`src/rtl/alu_seq_muldiv.sv`:
```
// Sequential RV32I/RV32M integer ALU with in/out valid-ready handshake; optional macro ALU_FAST_MUL_EN.
// Latency: base/illegal ops 1 cycle, mul/div XLEN+1 cycles (mul 2 cycles with ALU_FAST_MUL_EN).
// Backpressure: result held in DONE until out_ready; in_ready is low in BUSY and DONE.
module alu_seq_muldiv #(
  parameter int XLEN = 32,
  parameter int SHW  = $clog2(XLEN)
) (
  input  logic            clk,
  input  logic            rst,
  input  logic            in_valid,
  output logic            in_ready,
  input  logic [4:0]      alu_control,
  input  logic [XLEN-1:0] src1,
  input  logic [XLEN-1:0] src2,
  output logic            out_valid,
  input  logic            out_ready,
  output logic [XLEN-1:0] alu_ans,
  output logic            zero,
  output logic            busy
);

  localparam logic [4:0] OP_ADD    = 5'd0;
  localparam logic [4:0] OP_SUB    = 5'd1;
  localparam logic [4:0] OP_AND    = 5'd2;
  localparam logic [4:0] OP_OR     = 5'd3;
  localparam logic [4:0] OP_XOR    = 5'd4;
  localparam logic [4:0] OP_SLL    = 5'd5;
  localparam logic [4:0] OP_SRL    = 5'd6;
  localparam logic [4:0] OP_SRA    = 5'd7;
  localparam logic [4:0] OP_SLT    = 5'd8;
  localparam logic [4:0] OP_SLTU   = 5'd9;
  localparam logic [4:0] OP_MUL    = 5'd10;
  localparam logic [4:0] OP_MULH   = 5'd11;
  localparam logic [4:0] OP_MULHSU = 5'd12;
  localparam logic [4:0] OP_MULHU  = 5'd13;
  localparam logic [4:0] OP_DIV    = 5'd14;
  localparam logic [4:0] OP_DIVU   = 5'd15;
  localparam logic [4:0] OP_REM    = 5'd16;
  localparam logic [4:0] OP_REMU   = 5'd17;

  typedef enum logic [1:0] {IDLE, BUSY, DONE} state_t;

  state_t              state;
  logic [4:0]          op_q;
  logic [XLEN-1:0]     a_q;        // original dividend, returned by rem-by-zero
  logic                bzero_q;    // divisor was zero
  logic [XLEN-1:0]     acc_hi;     // mul: upper partial product / div: partial remainder
  logic [XLEN-1:0]     acc_lo;     // mul: multiplier, shifting out / div: dividend -> quotient
  logic [XLEN-1:0]     mag_b;      // magnitude of multiplicand or divisor
  logic                neg_res;    // negate product / quotient at the end
  logic                neg_rem;    // negate remainder at the end
  logic [SHW-1:0]      cnt;

  // Accept-time decode
  logic                is_md, is_base, op_is_mul;
  logic                sign_a, sign_b;
  logic [XLEN-1:0]     mag_a_in, mag_b_in;
  logic [XLEN-1:0]     base_res;
  logic                base_zero;
  logic [SHW-1:0]      shamt;
  logic signed [XLEN-1:0] src1_s;

  // Iteration / final result
  logic [XLEN:0]       mul_sum, div_sh, div_diff;
  logic [XLEN-1:0]     nhi, nlo, quo, rmd;
  logic [2*XLEN-1:0]   prod_raw, prod_fix;
  logic [XLEN-1:0]     fin_res;
  logic                fin_zero;
  logic                last_step;

  assign is_md     = (alu_control >= OP_MUL) && (alu_control <= OP_REMU);
  assign is_base   = (alu_control <= OP_SLTU);
  assign op_is_mul = (op_q >= OP_MUL) && (op_q <= OP_MULHU);
  assign shamt     = src2[SHW-1:0];
  assign src1_s    = src1;

  // Signed operands are taken as magnitudes; the sign is restored in the final cycle
  always_comb begin
    sign_a   = src1[XLEN-1] && (alu_control == OP_MULH || alu_control == OP_MULHSU ||
                                alu_control == OP_DIV  || alu_control == OP_REM);
    sign_b   = src2[XLEN-1] && (alu_control == OP_MULH || alu_control == OP_DIV ||
                                alu_control == OP_REM);
    mag_a_in = sign_a ? -src1 : src1;
    mag_b_in = sign_b ? -src2 : src2;
  end

  // Single-cycle base operations; illegal opcodes give 0 with zero low
  always_comb begin
    base_res = '0;
    case (alu_control)
      OP_ADD:  base_res = src1 + src2;
      OP_SUB:  base_res = src1 - src2;
      OP_AND:  base_res = src1 & src2;
      OP_OR:   base_res = src1 | src2;
      OP_XOR:  base_res = src1 ^ src2;
      OP_SLL:  base_res = src1 << shamt;
      OP_SRL:  base_res = src1 >> shamt;
      OP_SRA:  base_res = src1_s >>> shamt;
      OP_SLT:  base_res = {{(XLEN-1){1'b0}}, ($signed(src1) < $signed(src2))};
      OP_SLTU: base_res = {{(XLEN-1){1'b0}}, (src1 < src2)};
      default: base_res = '0;
    endcase
    // For slt/sltu the result is 0/1, so result==0 is exactly the inverted compare
    base_zero = is_base && (base_res == '0);
  end

  // One radix-2 step: shift-add multiply or restoring divide
  always_comb begin
    mul_sum  = {1'b0, acc_hi} + ({1'b0, mag_b} & {(XLEN+1){acc_lo[0]}});
    div_sh   = {acc_hi, acc_lo[XLEN-1]};
    div_diff = div_sh - {1'b0, mag_b};
    if (op_is_mul) begin
      nhi = mul_sum[XLEN:1];
      nlo = {mul_sum[0], acc_lo[XLEN-1:1]};
    end else if (!div_diff[XLEN]) begin
      nhi = div_diff[XLEN-1:0];
      nlo = {acc_lo[XLEN-2:0], 1'b1};
    end else begin
      nhi = div_sh[XLEN-1:0];
      nlo = {acc_lo[XLEN-2:0], 1'b0};
    end
  end

`ifdef ALU_FAST_MUL_EN
  assign prod_raw  = {{XLEN{1'b0}}, acc_lo} * {{XLEN{1'b0}}, mag_b};
  assign last_step = op_is_mul || (cnt == SHW'(XLEN-1));
`else
  assign prod_raw  = {nhi, nlo};
  assign last_step = (cnt == SHW'(XLEN-1));
`endif

  // Sign fix-up and divide corner cases, applied as the last step completes
  always_comb begin
    prod_fix = neg_res ? -prod_raw : prod_raw;
    quo      = neg_res ? -nlo : nlo;
    rmd      = neg_rem ? -nhi : nhi;
    fin_res  = '0;
    case (op_q)
      OP_MUL:                       fin_res = prod_fix[XLEN-1:0];
      OP_MULH, OP_MULHSU, OP_MULHU: fin_res = prod_fix[2*XLEN-1:XLEN];
      OP_DIV, OP_DIVU:              fin_res = bzero_q ? '1 : quo;
      OP_REM, OP_REMU:              fin_res = bzero_q ? a_q : rmd;
      default:                      fin_res = '0;
    endcase
    fin_zero = (fin_res == '0);
  end

  // Control FSM with registered handshake outputs and result
  always_ff @(posedge clk) begin
    if (rst) begin
      state     <= IDLE;
      in_ready  <= 1'b1;
      out_valid <= 1'b0;
      busy      <= 1'b0;
      alu_ans   <= '0;
      zero      <= 1'b0;
      op_q      <= '0;
      a_q       <= '0;
      bzero_q   <= 1'b0;
      acc_hi    <= '0;
      acc_lo    <= '0;
      mag_b     <= '0;
      neg_res   <= 1'b0;
      neg_rem   <= 1'b0;
      cnt       <= '0;
    end else begin
      case (state)
        IDLE: begin
          if (in_valid) begin
            op_q     <= alu_control;
            in_ready <= 1'b0;
            if (is_md) begin
              state   <= BUSY;
              busy    <= 1'b1;
              cnt     <= '0;
              acc_hi  <= '0;
              acc_lo  <= mag_a_in;
              mag_b   <= mag_b_in;
              neg_res <= sign_a ^ sign_b;
              neg_rem <= sign_a;
              a_q     <= src1;
              bzero_q <= (src2 == '0);
            end else begin
              state     <= DONE;
              out_valid <= 1'b1;
              alu_ans   <= base_res;
              zero      <= base_zero;
            end
          end
        end
        BUSY: begin
          acc_hi <= nhi;
          acc_lo <= nlo;
          cnt    <= cnt + 1'b1;
          if (last_step) begin
            state     <= DONE;
            busy      <= 1'b0;
            out_valid <= 1'b1;
            alu_ans   <= fin_res;
            zero      <= fin_zero;
          end
        end
        DONE: begin
          if (out_ready) begin
            state     <= IDLE;
            out_valid <= 1'b0;
            in_ready  <= 1'b1;
          end
        end
        default: begin
          state     <= IDLE;
          in_ready  <= 1'b1;
          out_valid <= 1'b0;
          busy      <= 1'b0;
        end
      endcase
    end
  end

endmodule

```
`config.mk`:
```
export PLATFORM = sky130hd
export DESIGN_NAME = alu_seq_muldiv
export DESIGN_NICKNAME = d
export VERILOG_FILES = /design/src/rtl/alu_seq_muldiv.sv
export SDC_FILE = /design/constraint.sdc
export NUM_CORES = 1
export LEC_CHECK = 0
export ABC_AREA = 1
export CAP_MARGIN = 20
export CELL_PAD_IN_SITES_DETAIL_PLACEMENT = 0
export CELL_PAD_IN_SITES_GLOBAL_PLACEMENT = 1
export CORE_MARGIN = 2
export CORE_UTILIZATION = 27
export CTS_CLUSTER_DIAMETER = 30
export DETAILED_ROUTE_END_ITERATION = 10
export PLACE_DENSITY_LB_ADDON = 0.1
export SYNTH_ARGS = -nofsm -noshare
export SYNTH_HDL_FRONTEND = slang
export SYNTH_SLANG_ARGS = --single-unit
```
`constraint.sdc`:
```
create_clock -name clk -period 5.7 [get_ports clk]
set_input_delay 0.57 -clock clk [delete_from_list [all_inputs] [get_ports clk]]
set_output_delay 0.57 -clock clk [all_outputs]
set_load 0.02 [all_outputs]
```
# Yosys cells after proc, flatten, opt, wreduce, memory -nomap -nowiden
# Cells that the tools add are included.
# totals
ff_bits,179
inputBits,73
# classes
shift,3
n_lt_le_gt_ge,7
add_sub_neg,10
eq_ne,29
muxes,47
reduce_logical,27
bitwise_logic,7
# op_table
operator,n
32-bit 2-to-1 mux,16
32-bit one-hot mux with 10 select lines,1
32-bit one-hot mux with 2 select lines,3
32-bit negation,4
32-bit one-hot mux with 4 select lines,1
32-bit logical NOT,3
32-bit < comparator,2
64-bit 2-to-1 mux,1
64-bit negation,1
5-bit by 4-bit equality test with 1-bit output (second input constant),11
32-bit by 33-bit adder with 33-bit output,1
32-bit by 33-bit bitwise AND with 33-bit output,1
33-bit by 32-bit subtractor with 33-bit output,1
32-bit adder,1
32-bit bitwise AND,1
32-bit bitwise OR,1
32-bit by 5-bit left shift with 32-bit output,1
32-bit by 5-bit right shift with 32-bit output,1
32-bit by 5-bit >>> shifter with 32-bit output,1
32-bit subtractor,1
32-bit bitwise XOR,1
5-bit by 3-bit equality test with 1-bit output (second input constant),4
5-bit equality test (second input constant),4
1-bit 2-to-1 mux,13
other kinds (27),55

# Longest topological paths before layout
# Gate-level depths: netlist of run 1.
# depth
word_depth,10
mapped_depth,38
depth_no_buf,38

# Least setup slack after synthesis of run 1
# Ideal clock, no wire load.
# synth_path
path_type,input port to flip-flop
startpoint,in src2[2]
endpoint,reg zero
setup_slack_ns,1.370
path_stages,24
arrival_time_ns,4.260
path_buffers,4
path_cell_list,clkbuf_1 -> clkinv_1 -> clkbuf_1 -> clkbuf_1 -> clkbuf_1 -> ha_1 -> nand2_1 -> o21ai_0 -> nand2_1 -> nand2_1 -> inv_1 -> o21ai_0 -> a21oi_1 -> o21a_1 -> or2_2 -> a31oi_1 -> nand2_1 -> nor2_1 -> nand2_1 -> nor2_1 -> nand4_1 -> nand2_1 -> inv_1 -> a21oi_1
# synth_between
elab_chain_cells,7
word_cells_on_any_way,16
classes_between,add/sub: 2; order compare: 2; shift: 3; mux: 4; bitwise: 3; reduce/logical: 2
# synth_lines
element,line_no,rtl
start: declaration,14,"input logic [XLEN-1:0] src2,"
32-bit subtractor (tied with other cells),92,OP_SUB: base_res = src1 - src2;
32-bit one-hot mux with 10 select lines (*),90,case (alu_control)
32-bit logical NOT (*),104,base_zero = is_base && (base_res == '0);
1-bit logical AND (*),104,
1-bit 2-to-1 mux (*),172,if (is_md) begin
1-bit 2-to-1 mux (*),169,if (in_valid) begin
1-bit one-hot mux with 2 select lines (*),167,case (state)
end signal: assignment,187,zero <= base_zero;
end signal: assignment,200,zero <= fin_zero;
end: declaration,18,"output logic zero,"
# Every way passes the cells marked *; elsewhere a longest branch is shown, timed or not. The select of a mux whose other input is x is not followed.
# A chain may end at the register's enable or synchronous reset.

# Worst setup path in the final report of run 1
# layout_path
startpoint,reg acc_lo[31]
endpoint,reg zero
# layout_between
elab_chain_cells,10
word_cells_on_any_way,17
classes_between,add/sub: 4; mux: 12; reduce/logical: 1
# layout_lines
element,line_no,rtl
start: declaration,48,logic [XLEN-1:0] acc_lo;
start signal: assignment,177,acc_lo <= mag_a_in;
start signal: assignment,193,acc_lo <= nlo;
33-bit by 32-bit subtractor with 33-bit output,111,"div_diff = div_sh - {1'b0, mag_b};"
32-bit 2-to-1 mux / 1-bit 2-to-1 mux (equally long branches),115,end else if (!div_diff[XLEN]) begin
32-bit 2-to-1 mux,112,if (op_is_mul) begin
"32-bit negation, on equally long branches","136, 135",
"32-bit 2-to-1 mux, on equally long branches","136, 135",
"32-bit 2-to-1 mux, on equally long branches","142, 141",
32-bit one-hot mux with 4 select lines (*),138,case (op_q)
32-bit logical NOT (*),145,fin_zero = (fin_res == '0);
1-bit 2-to-1 mux (*),195,if (last_step) begin
1-bit one-hot mux with 2 select lines (*),167,
# Marked as above.

==> out/results.tsv, run 1 <==
stage	metric	value	unit
clock_network	clock buffer depth	2	
timing	normalized max-slew margin	37.4	%
run_status	outcome	finished, final reports clean	
detailed_routing	drt pass-1 iters	6	
worst_hold_path	worst hold path class	flop to flop	
clock_network	cts bufs inserted	17	
grt	first-pass GRT wire length	230	mm
timing	f_max	188	MHz
setup_path	Critical Path AT	5780	ps
cells_and_area	final net count	5235	
placed_design	IO buf count	108	
die	Die Width	319	um
detailed_routing	WL met3	8.52	mm
die	IO Pins	109	
timing	Least-Margin Pin Slew	938	ps
setup_path	crit path kind	flop to flop	
synthesis	post-synth cell types	74	
placed_design	GP Congestion	1.02	
timing	TNS Setup	0	ps
timing	Final min period	5330	ps
clock_network	clock root cell	clkbuf_16	
synthesis	synth warn	0	
timing	setup violators final	0	
placed_design	DPL Wire Length	135	mm
detailed_routing	Top Metal Used	met4	
clock_network	Post-CTS Hold Buffers	0	
timing	RSZ-0062 raised after global routing	no	
die	# rows	115	
timing	Slew Limit Fails	0	
setup_path	Critical Path Sink Type	flop	
synthesis	cell count after synthesis	4906	
cells_and_area	P&R area growth vs syn	14.0	%
setup_path	Worst Path Required	6140	ps
detailed_routing	Avg Vias per Cell	5.32	
die	full die area	0.102	mm^2
clock_network	CTS Sinks	179	
detailed_routing	Detailed Route Iter0 Violations	3198	
clock_network	Clock Latency Late Sink	510	ps
synthesis	Synth Flop Type	dfxtp_1	
clock_network	CTS tree	yes	
synthesis	ys async rst share	0	%
synthesis	FF+latch count, synth	179	
synthesis	Post-synth EDFFs	0	
detailed_routing	ANT nets after route	0	
setup_path	Worst Path Max Fanout	36	
setup_path	slowest stage cell on the critical path	fa_1	
grt	largest net degree at the start of global routing	70	
grt	overall routing resource usage	31.0	%
synthesis	Synth area leader	nand2_1	
synthesis	Yosys top cell area share	19.8	%
synthesis	post-synth net total	5150	
detailed_routing	Post-route DRC	0	
detailed_routing	Metal-1 WL	71.0	mm
grt	GRT overflow	0	
grt	initial antenna violation count	1	
timing	Worst Clk Skew	25.3	ps
die	area of the core	0.0983	mm^2
synthesis	synth top area cells	nand2_1 (20%), dfxtp_1 (13%), inv_1 (9.1%)	
timing	Fin. Hold Viols	0	
setup_path	CP dominant cell by count	nand2_1	
synthesis	register area share after synthesis	13.4	%
clock_network	Clock Pin Slew Worst Setup and Hold Paths	100	ps
die	Initial Utilization	27.2	%
clock_network	H-tree depth	4	
detailed_routing	routed length per instance	25.6	um
cells_and_area	commonest non-fill, non-tap cells in the layout	nand2_1 (1411), inv_1 (647), nor2_1 (436), a21oi_1 (397), nand3_1 (391)	
detailed_routing	Routed met2 length	74.1	mm
timing	Final Cycle Share	93.6	%
synthesis	Syn Std Cell Area	0.0267	mm^2
setup_path	worst stage delay on the critical path	400	ps
setup_path	Worst Setup Start Kind	flop	
run	Max-Cap Viols	0	
detailed_routing	drt total wl	161	mm
die	Die H	319	um
synthesis	Synth Area per Inst	5.45	um^2
cells_and_area	layout cells sized above 1	7.83	%
cells_and_area	most common cell after layout, fill and taps aside	nand2_1	
grt	vias in the first global route	32200	
detailed_routing	DR vias	33500	
## kinds of logic (layout without fill, tap and decap cells)
logic type | Yosys count | in the layout | share of synthesized area, %
XOR/XNOR | 56 | 56 | 1.83
adder cells (fa/ha/maj) | 171 | 171 | 8.12
flip-flops | 179 | 179 | 13.4
buffers and inverters | 898 | 996 | 13.1
multiplexers | 6 | 6 | 0.225
AO/OA/AOI/OAI | 1073 | 1073 | 23.0
AND/OR/NAND/NOR | 2523 | 2523 | 40.3
other | 0 | 1 | 0
## worst paths after layout
check	start	end	slack [ps]	cells past startpoint
worst max-delay path	acc_lo[31]$_SDFFE_PP0P_	zero$_SDFFE_PP0P_	370	36
worst min-delay path	alu_ans[15]$_SDFFE_PP0P_	alu_ans[15]$_SDFFE_PP0P_	470	2
worst max register to register	acc_lo[31]$_SDFFE_PP0P_	zero$_SDFFE_PP0P_	370	36
worst min register to register	alu_ans[15]$_SDFFE_PP0P_	alu_ans[15]$_SDFFE_PP0P_	470	2
## Yosys cell counts (all sizes together), types with 5 or more instances
cell type  instances
nand2           1455
inv              674
nor2             474
nand3            406
a21oi            400
o21ai            389
dfxtp            179
ha               167
clkbuf           152
o22ai             69
buf               63
nor3              63
nand4             55
xor2              48
o211ai            43
a31oi             37
or2               29
nand3b            19
o21bai            17
a221oi            15
o21a              14
a211oi            13
o221ai            12
a21o              11
nor4              10
a32oi              9
clkinv             9
xnor2              8
a21boi             7
o31ai              7
and2               6
mux2i              6
o2111ai            6
a32o               5
## layout make-up
class	count	area [um^2]
Timing Repair Buffer	281	2420
Inverter	683	2570
Fill cell	11600	67800
Sequential cell	179	3580
Antenna cell	1	2.50
Tap cell	1287	1610
Clock buffer	17	425
Clock inverter	15	186
Multi-Input combinational cell	3829	19700
## sequential cells by signal (all words and copies together) (netlist names)
name       cells
a_q           32
acc_hi        32
acc_lo        32
alu_ans       32
busy           1
bzero_q        1
cnt            5
in_ready       1
mag_b         32
neg_rem        1
neg_res        1
op_q           5
out_valid      1
state          2
zero           1
## through the flow
step	instances	setup slack [ps]	instance area, um^2	utilization [%]	hold WS, ps
CTS	6289	417	30500	31.0	473
detailed placement	6257	466	29800	30.4	459
finish	6292	367	30500	31.0	470
global placement	6257	463	29800	30.4	453
global route	6291	38.8	30500	31.0	484
floorplan	4906	1370	26700	-	423
## critical path: cells and delay by family, from the launching register on
kind / cells / cell delay [ps]
AO/OA/AOI/OAI: 1 / 130
buffers and inverters: 3 / 290
flip-flops: 1 / 350
adder cells (fa/ha/maj): 3 / 800
AND/OR/NAND/NOR: 29 / 3680
## repair_timing
item,CTS,global route
resized for setup,0,1
endpoints found under the setup margin,0,1
buffers inserted,0,2
## routing by layer
| metal | track usage, % | up-vias |
|---|---|---|
| met2 | 51.3 | 1256 |
| met4 | 13.6 | 0 |
| li1 | - | 16300 |
| met3 | 3.07 | 221 |
| met1 | 40.7 | 15700 |
| met5 | 0 | - |
Power of run 1 is left out: the tool's default activity adds up to more than one toggle a clock period on the data nets, which glitch-free logic cannot reach.
==> inputs of run 2 (changes only) <==
- ABC_AREA: 1 -> not set
- CTS_CLUSTER_DIAMETER: 30 -> not set
==> out/results.tsv, run 2 <==
stage	metric	value	unit
run_status	outcome	finished, violations left	
run_status	failing checks	setup timing	
synthesis	Syn Std Cell Area	0.0242	mm^2
grt	first-pass GRT wire length	214	mm
power	Seq pwr share	17.0	%
synthesis	Post-synth EDFFs	0	
grt	vias in the first global route	29400	
detailed_routing	ANT nets after route	0	
timing	f_max	163	MHz
synthesis	synth warn	0	
setup_path	slowest stage cell on the critical path	or4_4	
clock_network	Clock Latency Late Sink	520	ps
power	PwrDens	248	mW/mm^2
cells_and_area	layout cells sized above 1	24.2	%
worst_hold_path	Worst Hold Path Cells	2	
grt	initial antenna violation count	4	
power	Max VDD drop	0.288	mV
setup_path	Critical path buffers and inverters	8	
cells_and_area	P&R area growth vs syn	33.2	%
timing	Worst Clk Skew	18.0	ps
power	Comb power frac	64.9	%
timing	final worst setup slack	-446	ps
clock_network	cts bufs inserted	17	
grt	GRT overflow	0	
detailed_routing	DR vias	29700	
timing	RSZ-0062 raised after global routing	yes	
power	Internal	4300	uW
synthesis	Synth Area per Inst	7.12	um^2
detailed_routing	Detailed Route Iter0 Violations	2819	
setup_path	worst stage delay on the critical path	560	ps
grt	overall routing resource usage	31.5	%
die	Initial Utilization	27.4	%
setup_path	Worst Path Required	6160	ps
synthesis	Synth area leader	dfxtp_1	
setup_path	Worst Path Max Fanout	6	
synthesis	largest family of logic cells by synthesized area	compound AO/OA/AOI/OAI gates	
placed_design	Inst Count DP	5066	
setup_path	Critical Path Sink Type	flop	
cells_and_area	ant diodes	0	
synthesis	register area share after synthesis	14.8	%
clock_network	Post-CTS Hold Buffers	0	
clock_network	Clock Pin Slew Worst Setup and Hold Paths	70	ps
run	Max-Cap Viols	0	
timing	setup violators final	3	
power	clock group share of total power	18.1	%
timing	normalized max-slew margin	24.5	%
cells_and_area	commonest non-fill, non-tap cells in the layout	buf_4 (660), nand2_1 (413), nor2_1 (371), a21oi_1 (294), o21ai_0 (180)	
setup_path	Worst Setup Start Kind	flop	
die	area of the core	0.0886	mm^2
synthesis	cell count after synthesis	3404	
cells_and_area	post-route insts no fill	5130	
power	sw frac	46.2	%
timing	Least-Margin Pin Slew	1120	ps
placed_design	GP Congestion	1.02	
setup_path	reg2reg setup slack	-450	ps
synthesis	adder-cell area share of the yosys netlist	8.95	%
clock_network	CTS Sinks	179	
clock_network	H-tree depth	4	
synthesis	Yosys top cell area share	14.8	%
power	leakage	0.0135	uW
setup_path	Critical Path AT	6600	ps
synthesis	top cells by count, synth	nand2_1 (416), nor2_1 (377), a21oi_1 (300), clkbuf_1 (199), o21ai_0 (191)	
timing	Slew Limit Fails	0	
timing	Final Cycle Share	108	%
die	Die Width	304	um
cells_and_area	most common cell after layout, fill and taps aside	buf_4	
synthesis	synth top area cells	dfxtp_1 (15%), ha_1 (8.6%), nand2_1 (6.4%)	
detailed_routing	routed length per instance	29.2	um
detailed_routing	drt total wl	150	mm
timing	Fin. Hold Viols	0	
worst_hold_path	worst hold path class	input pin to flop	
power	total chip power	7990	uW
synthesis	most numerous cell in the Yosys netlist	nand2_1	
synthesis	ys async rst share	0	%
synthesis	area share of xor/xnor cells in the synthesized design	7.15	%
synthesis	FF+latch count, synth	179	
setup_path	CP top delay family	simple AND/OR/NAND/NOR gates	
setup_path	cell count along the critical path	29	
placed_design	IO buf count	108	
die	IO Pins	109	
clock_network	clock buffer depth	2	
detailed_routing	Post-route DRC	0	
die	Die H	304	um
placed_design	DPL Wire Length	122	mm
clock_network	CTS tree	yes	
synthesis	Synth Area in Compound Gates	31.3	%
synthesis	post-synth net total	3648	
timing	Final min period	6150	ps
die	# rows	109	
setup_path	crit path kind	flop to flop	
detailed_routing	drt pass-1 iters	6	
clock_network	clock root cell	clkbuf_16	
setup_path	R2R cell count	29	
grt	largest net degree at the start of global routing	80	
cells_and_area	final net count	4196	
synthesis	mux contribution to synthesized area	8.21	%
die	full die area	0.0922	mm^2
power	NetSw	3690	uW
synthesis	post-synth cell types	116	
synthesis	Post-Synth Simple-Gate Area	23.1	%
detailed_routing	Avg Vias per Cell	5.79	
synthesis	Synth Flop Type	dfxtp_1	
==> run 2: changes by cell type in the layout (fill, tap and decap cells not counted), moves of 65 or more <==
cell / change
nand2_1: -998
a21oi_1: -103
o21ai_0: -163
inv_1: -507
nor2_1: -65
buf_4: +491
nand3_1: -335
xnor2_1: +137
==> run 2: cells by family after synthesis <==
| group | after synthesis |
|---|---|
| multiplexers | 134 |
| adder cells (fa/ha/maj) | 171 |
| AND/OR/NAND/NOR | 1201 |
| AO/OA/AOI/OAI | 1120 |
| flip-flops | 179 |
| XOR/XNOR | 195 |
| buffers and inverters | 404 |
==> run 2: final timing paths <==
| path | startpoint | to |
|---|---|---|
| worst max-delay path | acc_lo[31]$_SDFFE_PP0P_ | zero$_SDFFE_PP0P_ |
| worst min-delay path | rst | alu_ans[17]$_SDFFE_PP0P_ |
| worst max register to register | acc_lo[31]$_SDFFE_PP0P_ | zero$_SDFFE_PP0P_ |
| worst min register to register | alu_ans[18]$_SDFFE_PP0P_ | alu_ans[18]$_SDFFE_PP0P_ |
==> run 2: worst reg2reg max path, delay by kind of cell (launching register included) <==
kind                       cells  cell delay [ps]
adders and majority gates      3              670
buffers and inverters          8              700
DFF                            1              330
AOI/OAI and AO/OA              9             1920
and+or+nand+nor                9             2460
==> run 2: layer usage <==
metal  track usage [%]  vias up  routed length (um)
met5                 0        -                  18
met3              4.28      260                8170
met2              53.8     1095               71100
li1                  -    13600                   -
met1              39.1    14700               62800
met4              14.8        4                7850
==> run 2: area by class of cell <==
class | count | area (um^2)
Fill cell | 9575 | 56400
Timing Repair Buffer | 784 | 6250
Clock inverter | 15 | 240
Sequential cell | 179 | 3590
Multi-Input combinational cell | 2821 | 19800
Clock buffer | 17 | 425
Inverter | 149 | 562
Tap cell | 1165 | 1460
==> run 2: timing repair <==
item | in CTS | in global routing
setup endpoints to repair | 11 | 16
gates resized for setup | 43 | 85
setup buffers | 9 | 22
pin swaps | 30 | 52
==> run 2: per-stage QoR <==
stage | setup TNS, ps | area [um^2] | hold slack (ps) | setup slack (ps) | util (%)
2_1_floorplan | -205 | 24300 | 433 | -205 | -
3_3_place_gp | -2730 | 30700 | 441 | -969 | 34.7
3_5_place_dp | -1790 | 30700 | 447 | -803 | 34.7
4_1_cts | -485 | 31700 | 365 | -412 | 35.7
5_1_grt | -2030 | 32300 | 397 | -648 | 36.4
6_report | -714 | 32300 | 396 | -446 | 36.4
==> run 2: power by group through the flow <==
stage          logic, uW  registers, uW  clock network, uW
5_1_grt             5450           1360               1530
2_1_floorplan       2200           1380                  0
6_report            5190           1350               1450
3_5_place_dp        4540           1380                  0
3_3_place_gp        4560           1380                  0
4_1_cts             4700           1350               1500
Power figures use the tool's default switching activity.
